<file path="src/rtl/hazard_pkg.sv">
// Shared encodings for the pipeline hazard controller and its multiplier sequencer.
package hazard_pkg;

   // EX-stage operand forwarding selects
   localparam logic [1:0] FWD_RF  = 2'b00;
   localparam logic [1:0] FWD_WB  = 2'b01;
   localparam logic [1:0] FWD_MEM = 2'b10;

   // Multiplier sequencer states
   typedef enum logic {
      MS_IDLE = 1'b0,
      MS_BUSY = 1'b1
   } mult_state_t;

   // Forwarding select for one EX operand; the younger MEM result wins over WB
   function automatic logic [1:0] fwd_sel(
      input logic       we_m,
      input logic [4:0] wa_m,
      input logic       we_w,
      input logic [4:0] wa_w,
      input logic [4:0] src
   );
      if (we_m && (wa_m != 5'd0) && (wa_m == src))
         return FWD_MEM;
      else if (we_w && (wa_w != 5'd0) && (wa_w == src))
         return FWD_WB;
      else
         return FWD_RF;
   endfunction

endpackage

</file>
<file path="src/rtl/hilo_mult_seq.sv">
// Multi-cycle multu sequencer: start/busy/done/abort and the latency counter.
module hilo_mult_seq
   import hazard_pkg::*;
#(
   parameter int unsigned MULT_CYCLES = 4
) (
   input  logic clk,
   input  logic rst_n,
   input  logic multu_en_d,
   input  logic redir,
   input  logic load_use,
   output logic mult_start,
   output logic mult_busy,
   output logic mult_done,
   output logic mult_abort
);

   localparam int unsigned CW = $clog2(MULT_CYCLES);
   localparam logic [CW-1:0] CNT_FIRST = CW'(MULT_CYCLES - 1);

   mult_state_t   state, state_nx;
   logic [CW-1:0] cnt, cnt_nx;

   // State and counter registers; reset silently drops any in-flight multiply
   always_ff @(posedge clk or negedge rst_n) begin
      if (!rst_n) begin
         state <= MS_IDLE;
         cnt   <= '0;
      end else begin
         state <= state_nx;
         cnt   <= cnt_nx;
      end
   end

   // Next-state, counter and pulse generation
   always_comb begin
      state_nx   = state;
      cnt_nx     = cnt;
      mult_start = 1'b0;
      mult_busy  = 1'b0;
      mult_done  = 1'b0;
      mult_abort = 1'b0;
      case (state)
         MS_IDLE: begin
            if (multu_en_d && !redir && !load_use) begin
               mult_start = 1'b1;
               state_nx   = MS_BUSY;
               cnt_nx     = CNT_FIRST;
            end
         end
         MS_BUSY: begin
            mult_busy = 1'b1;
            // Only in the first busy cycle is the multu still in EX, i.e. younger
            // than a transfer resolving in MEM; later redirects are younger than it.
            if ((cnt == CNT_FIRST) && redir) begin
               mult_abort = 1'b1;
               state_nx   = MS_IDLE;
               cnt_nx     = '0;
            end else if (cnt == '0) begin
               mult_done = 1'b1;
               state_nx  = MS_IDLE;
            end else begin
               cnt_nx = cnt - 1'b1;
            end
         end
         default: begin
            state_nx = MS_IDLE;
            cnt_nx   = '0;
         end
      endcase
   end

endmodule

</file>
<file path="src/rtl/pipeline_hazard_ctrl.sv">
// Hazard controller for the 5-stage pipeline: forwarding, stalls, flushes, multu sequencing.
module pipeline_hazard_ctrl
   import hazard_pkg::*;
#(
   parameter int unsigned MULT_CYCLES = 4
) (
   input  logic       clk,
   input  logic       rst_n,
   input  logic [4:0] rs_d,
   input  logic [4:0] rt_d,
   input  logic [4:0] rs_e,
   input  logic [4:0] rt_e,
   input  logic [4:0] rf_wa_e,
   input  logic [4:0] rf_wa_m,
   input  logic [4:0] rf_wa_w,
   input  logic       we_reg_e,
   input  logic       we_reg_m,
   input  logic       we_reg_w,
   input  logic       dm2reg_e,
   input  logic       multu_en_d,
   input  logic       hilo_rd_d,
   input  logic       branch_m,
   input  logic       zero_m,
   input  logic       jump_m,
   input  logic       jr_sel_m,
   output logic       stall_f,
   output logic       stall_d,
   output logic       flush_d,
   output logic       flush_e,
   output logic       flush_m,
   output logic [1:0] fwd_a_e,
   output logic [1:0] fwd_b_e,
   output logic       mult_start,
   output logic       mult_busy,
   output logic       mult_done,
   output logic       mult_abort
);

   logic redir;
   logic load_use;
   logic hilo_haz;

   // Hazard conditions
   always_comb begin
      redir    = (branch_m & zero_m) | jump_m | jr_sel_m;
      load_use = dm2reg_e & we_reg_e & (rf_wa_e != 5'd0) &
                 ((rf_wa_e == rs_d) | (rf_wa_e == rt_d));
      hilo_haz = mult_busy & (multu_en_d | hilo_rd_d);
   end

   // Stall/flush resolution; a redirect overrides every stall
   always_comb begin
      flush_d = redir;
      flush_m = redir;
      flush_e = redir | load_use | hilo_haz;
      stall_f = ~redir & (load_use | hilo_haz);
      stall_d = ~redir & (load_use | hilo_haz);
   end

   // EX operand forwarding
   always_comb begin
      fwd_a_e = fwd_sel(we_reg_m, rf_wa_m, we_reg_w, rf_wa_w, rs_e);
      fwd_b_e = fwd_sel(we_reg_m, rf_wa_m, we_reg_w, rf_wa_w, rt_e);
   end

   hilo_mult_seq #(
      .MULT_CYCLES (MULT_CYCLES)
   ) u_mult_seq (
      .clk        (clk),
      .rst_n      (rst_n),
      .multu_en_d (multu_en_d),
      .redir      (redir),
      .load_use   (load_use),
      .mult_start (mult_start),
      .mult_busy  (mult_busy),
      .mult_done  (mult_done),
      .mult_abort (mult_abort)
   );

endmodule

</file>
<file path="config.mk">
export PLATFORM = sky130hd
export DESIGN_NAME = pipeline_hazard_ctrl
export DESIGN_NICKNAME = d
export VERILOG_FILES = /design/src/rtl/hazard_pkg.sv /design/src/rtl/hilo_mult_seq.sv /design/src/rtl/pipeline_hazard_ctrl.sv
export SDC_FILE = /design/constraint.sdc
export NUM_CORES = 1
export LEC_CHECK = 0
export ABC_AREA = 1
export ABC_CLOCK_PERIOD_IN_PS = 1190
export CORE_MARGIN = 10
export CORE_UTILIZATION = 29
export DETAILED_ROUTE_END_ITERATION = 6
export GPL_TIMING_DRIVEN = 0
export PLACE_DENSITY = 0.82
export SKIP_CTS_REPAIR_TIMING = 1
export SYNTH_ARGS = -nofsm -noshare
export SYNTH_HDL_FRONTEND = slang
export SYNTH_HIERARCHICAL = 1
export SYNTH_SLANG_ARGS = --single-unit
</file>
<file path="constraint.sdc">
create_clock -name clk -period 1.19 [get_ports clk]
set_clock_uncertainty 0.2 [all_clocks]
set_input_delay 0.238 -clock clk [delete_from_list [all_inputs] [get_ports clk]]
set_output_delay 0.238 -clock clk [all_outputs]
set_load 0.005 [all_outputs]
</file>
# Word level (Yosys, flattened, before mapping)
# Index checks and enable logic that the tools add are counted.
# op_classes
addsub	1
n_mul	0
n_div	0
n_lt_le_gt_ge	0
n_eq_ne	9
shift	0
muxes	19
n_bitwise	15
reduce_logical	16
# ops
operator	count
5-bit equality test	6
5-bit nonzero test	3
1-bit two-way mux	12
2-bit two-way mux	5
1-bit logical AND	9
1-bit bitwise OR	7
1-bit bitwise AND	6
2-bit case mux with 2 select lines	1
3-bit inequality test, second input constant	1
2-bit equality test, second input constant	1
1-bit zero test	2
2-bit zero test	1
2-bit by 1-bit inequality test with 1-bit output, second input constant	1
1-bit inverter	2
1-bit case mux with 2 select lines	1
2-bit AND reduction	1
2-bit by 1-bit subtractor with 2-bit output, second input constant	1
# totals
regBits	3
latchBits	0
ramBits	0
mem_bits_ro	0
in_bits	47
memories	0

# Depth between registers and ports, before layout
# depth
depth_word	8
mapped_depth	13
depth_no_buf	13

# Modules after synthesis
# Netlist, hierarchy kept.
# by_module_without_submodules
module	instances	cells_each	area_per_inst_um2
pipeline_hazard_ctrl	1	96	533.0
hilo_mult_seq	1	29	185.2

# Worst setup path before layout
# Ideal clock, no wire load.
# synth_timing
path_kind	in2out
start	input rf_wa_e[4]
end	output stall_f
arrival_ns	0.924
required_time_ns	0.752
slack_ns	-0.172
stages	9
path_buffers	1
path_cell_list	inv_1 -> nand2_1 -> nand2_1 -> nor2_1 -> nand3_1 -> nand2_1 -> nand2_2 -> a21oi_2 -> buf_4
# synth_via
elab_chain_cells	5
# synth_lines
element	line_no	text
from (decl)	pipeline_hazard_ctrl.sv:13	input logic [4:0] rf_wa_e,
5-bit equality test / 5-bit nonzero test (equally long branches)	pipeline_hazard_ctrl.sv:47, pipeline_hazard_ctrl.sv:46	
1-bit bitwise OR / 1-bit bitwise AND (equally long branches)	pipeline_hazard_ctrl.sv:47, pipeline_hazard_ctrl.sv:46	
1-bit bitwise AND (*)	pipeline_hazard_ctrl.sv:46	load_use = dm2reg_e & we_reg_e & (rf_wa_e != 5'd0) &
1-bit bitwise OR (*)	n/a	
1-bit bitwise AND (*)	n/a	
to (decl)	pipeline_hazard_ctrl.sv:26	output logic stall_f,
# Mark *: on every way between the ends. The rest lies on a longest branch, timed or not.

# Worst setup path after layout
# layout_timing
start	input rf_wa_e[4]
end	output stall_f
# layout_via
elab_chain_cells	5
# layout_lines
element	line_no	text
5-bit equality test / 5-bit nonzero test (equally long branches)	pipeline_hazard_ctrl.sv:47, pipeline_hazard_ctrl.sv:46	
1-bit bitwise OR / 1-bit bitwise AND (equally long branches)	pipeline_hazard_ctrl.sv:47, pipeline_hazard_ctrl.sv:46	
1-bit bitwise AND (*)	pipeline_hazard_ctrl.sv:46	
1-bit bitwise OR (*)	pipeline_hazard_ctrl.sv:56	stall_f = ~redir & (load_use | hilo_haz);
1-bit bitwise AND (*)	pipeline_hazard_ctrl.sv:56	
# Marks and branches as above.

==> results.ini <==
[logic_synthesis]
ys_types=19
syn_area_per_cell_um2=5.75
synth_compound_area_share_pct=5.75
synthMuxAreaShare_pct=0
synth_nets=172
synth_xor_area_share_pct=26.8
yosysTopAreaCell=xnor2_1
syn_area_um2=718
yosys_warnings=6
synth-seq-area-share_pct=10.5
synth_top_family_by_area=simple AND/OR/NAND/NOR gates
yosys.area_share.simple_pct=43.9
synth.top_cell.area_share_pct=17.1
synth_seq_cells=3
synthTopCellsByArea=xnor2_1 (17%), nand2_1 (16%), nor2_1 (11%)
synthCells=125
synthAdderAreaFrac_pct=0

[timing]
holdWs_ns=0.369
finalCriticalPeriod_ns=1.61
fin_tns_setup_ns=-4.03
drv_slew=0
clock.fmax_mhz=620
fin_crit_sh_pct=136
tightest_slew_ns=0.188
worst_slack_ns=-0.424
hold_viol_final=0
setup_viol=16
rsz0062_at_grt=true
slew_headroom_pct=87.4

[hold_path]
whs_path_depth=2
hold_start=u_mult_seq/cnt[0]
hp-class=register to register
worstHoldEndpoint=u_mult_seq/cnt[0]

[detailed_routing]
vias_per_cell=4.63
vias=1038
avgRoutedWirePerCell_um=14.5
drt-total-wl_um=3240
first_pass_iters=3
drc_errors=0
drt_iter0_drc=38
ant_nets=0

[critical_path]
end_kind=output pin
required_ns=0.75
rr_worst_depth=7
startpoint_type=input pin
reg2reg_setup_slack_ns=-0.14
worstReg2RegEnd=u_mult_seq/cnt[0]
cp_cell_sequence=buf_8, nand2_2, nand2_2, nor2_2, nand3_1, nand2_1, nand2_2, a21oi_2, buf_4, buf_6
path_max_fanout=3
cpPeakStageDelay_ns=0.14
r2r_start=u_mult_seq/state
path_class=input pin to output pin
worstPathArrival_ns=1.18
cp_common_cell=nand2_2
slowest_stage=a21oi_2

[floorplan]
die_y_um=69.8
num_rows=17
coreArea_mm2=0.00228
ios=60
die_w_um=69.8
initial_utilization_pct=31.6
dieArea_mm2=0.00487

[layout]
syn2layout_area_growth_pct=134
layout-drive-gt1-share_pct=59.2
diodes=0
final_nets=244
nFillCells=172
final_core_util_pct=73.9

[clock_tree]
cts_buffer_depth=2
cts_max_level=1
cts_sinks=3
insertion_delay_ns=0.23
cts.clk_slew.worst_paths_ns=0.04
tritoncts=built
cts-root-buf=clkbuf_4
cts_buffers=3

[placement]
post-dp-hpwl_um=2480
portBuffers=59
routabilityCongestion=0.725

[global_route]
grt_use_total_pct=10.5
overflow=0
grt_max_degree=8
grt_pass1_wl_um=4370
first_global_vias=1072
antenna_found_initial=0

[status]
status=finished, violations left
violations=setup timing

[power_and_ir_drop]
peakVddDrop_mv=0.691
leakage_nw=0.950
p_per_area_mw_per_mm2=794

[run]
max-cap-violations=0

[worst max-delay path, delay by kind of cell]
family	cells	cell delay [ns]
AND/OR/NAND/NOR	6	0.49
buffers and inverters	3	0.30
AO/OA/AOI/OAI	1	0.14
[through the flow]
stage | setup slack (ns) | power, mW | std cells | instance area, µm²
detailed placement | -1.42 | 0.922 | 212 | 1370
global placement | -1.36 | 0.883 | 212 | 1370
CTS | -1.43 | 1.11 | 216 | 1390
finish | -0.424 | 1.34 | 224 | 1680
floorplan | -0.170 | 0.556 | 125 | 742
global route | -0.493 | 1.46 | 224 | 1680
[area by class of cell]
class	instances	area (µm²)	share of cell area (%)
plain buffers	2	18.8	1.12
flip-flops and latches	3	75.1	4.46
repair buffers	67	696	41.3
clock buffers	4	26.3	1.56
inverters	21	81.3	4.83
multi-input cells	99	751	44.6
well taps	28	35.0	2.08
[where the power goes]
| group | leakage [nW] | internal, mW | switching, mW |
|---|---|---|---|
| Clock | 0.0150 | 0.125 | 0.0492 |
| Sequential | 0.0369 | 0.156 | 0.0444 |
| Combinational | 0.898 | 0.497 | 0.464 |
[registers in the layout, indices dropped and copies added, names as in the netlist]
| register | count |
|---|---|
| u_mult_seq/state | 1 |
| u_mult_seq/cnt | 2 |
[cells in the mapped netlist (all sizes together)]
master,number
a211o,1
a21oi,2
buf,2
dfrtp,3
inv,21
nand2,34
nand3,6
nand3b,1
nand4,5
nor2,21
nor3,4
o21ai,3
xnor2,14
xor2,8
[placed cells by master, fill, tap and decap left out, types with 4 or more instances in the layout]
cell	count
nor2_2	6
inv_1	10
buf_4	8
xor2_1	5
nand3_1	5
nand4_1	5
buf_6	25
buf_8	6
buf_2	9
nand2_2	18
xnor2_2	8
xnor2_1	6
nor2_1	12
inv_2	10
nand2_1	14
dlymetal6s2s_1	13
nor3_2	4
[layer usage]
layer  GRT usage (%)  wire length (µm)
met2            19.4              1860
met4            5.00                21
met3            4.85               221
met5               0                 0
met1            9.39              1140
[how the worst max path moves through the flow]
stage,startpoint,endpoint,slack [ns],depth (start not counted)
detailed placement,rf_wa_e[0],mult_start,-1.42,12
CTS,rf_wa_e[0],mult_start,-1.43,12
floorplan,rf_wa_e[0],stall_f,-0.17,8
global placement,rf_wa_e[0],mult_start,-1.36,12
finish,rf_wa_e[4],stall_f,-0.42,10
global route,rf_wa_e[4],stall_f,-0.49,11
[logic make-up (layout without fill, tap and decap cells)]
| kind of cell | Yosys count | in the layout |
|---|---|---|
| xor+xnor | 22 | 22 |
| buf+inv | 23 | 94 |
| flops | 3 | 3 |
| simple gates | 71 | 71 |
| compound gates | 6 | 6 |
No activity file was read; power rests on OpenSTA's default activity.
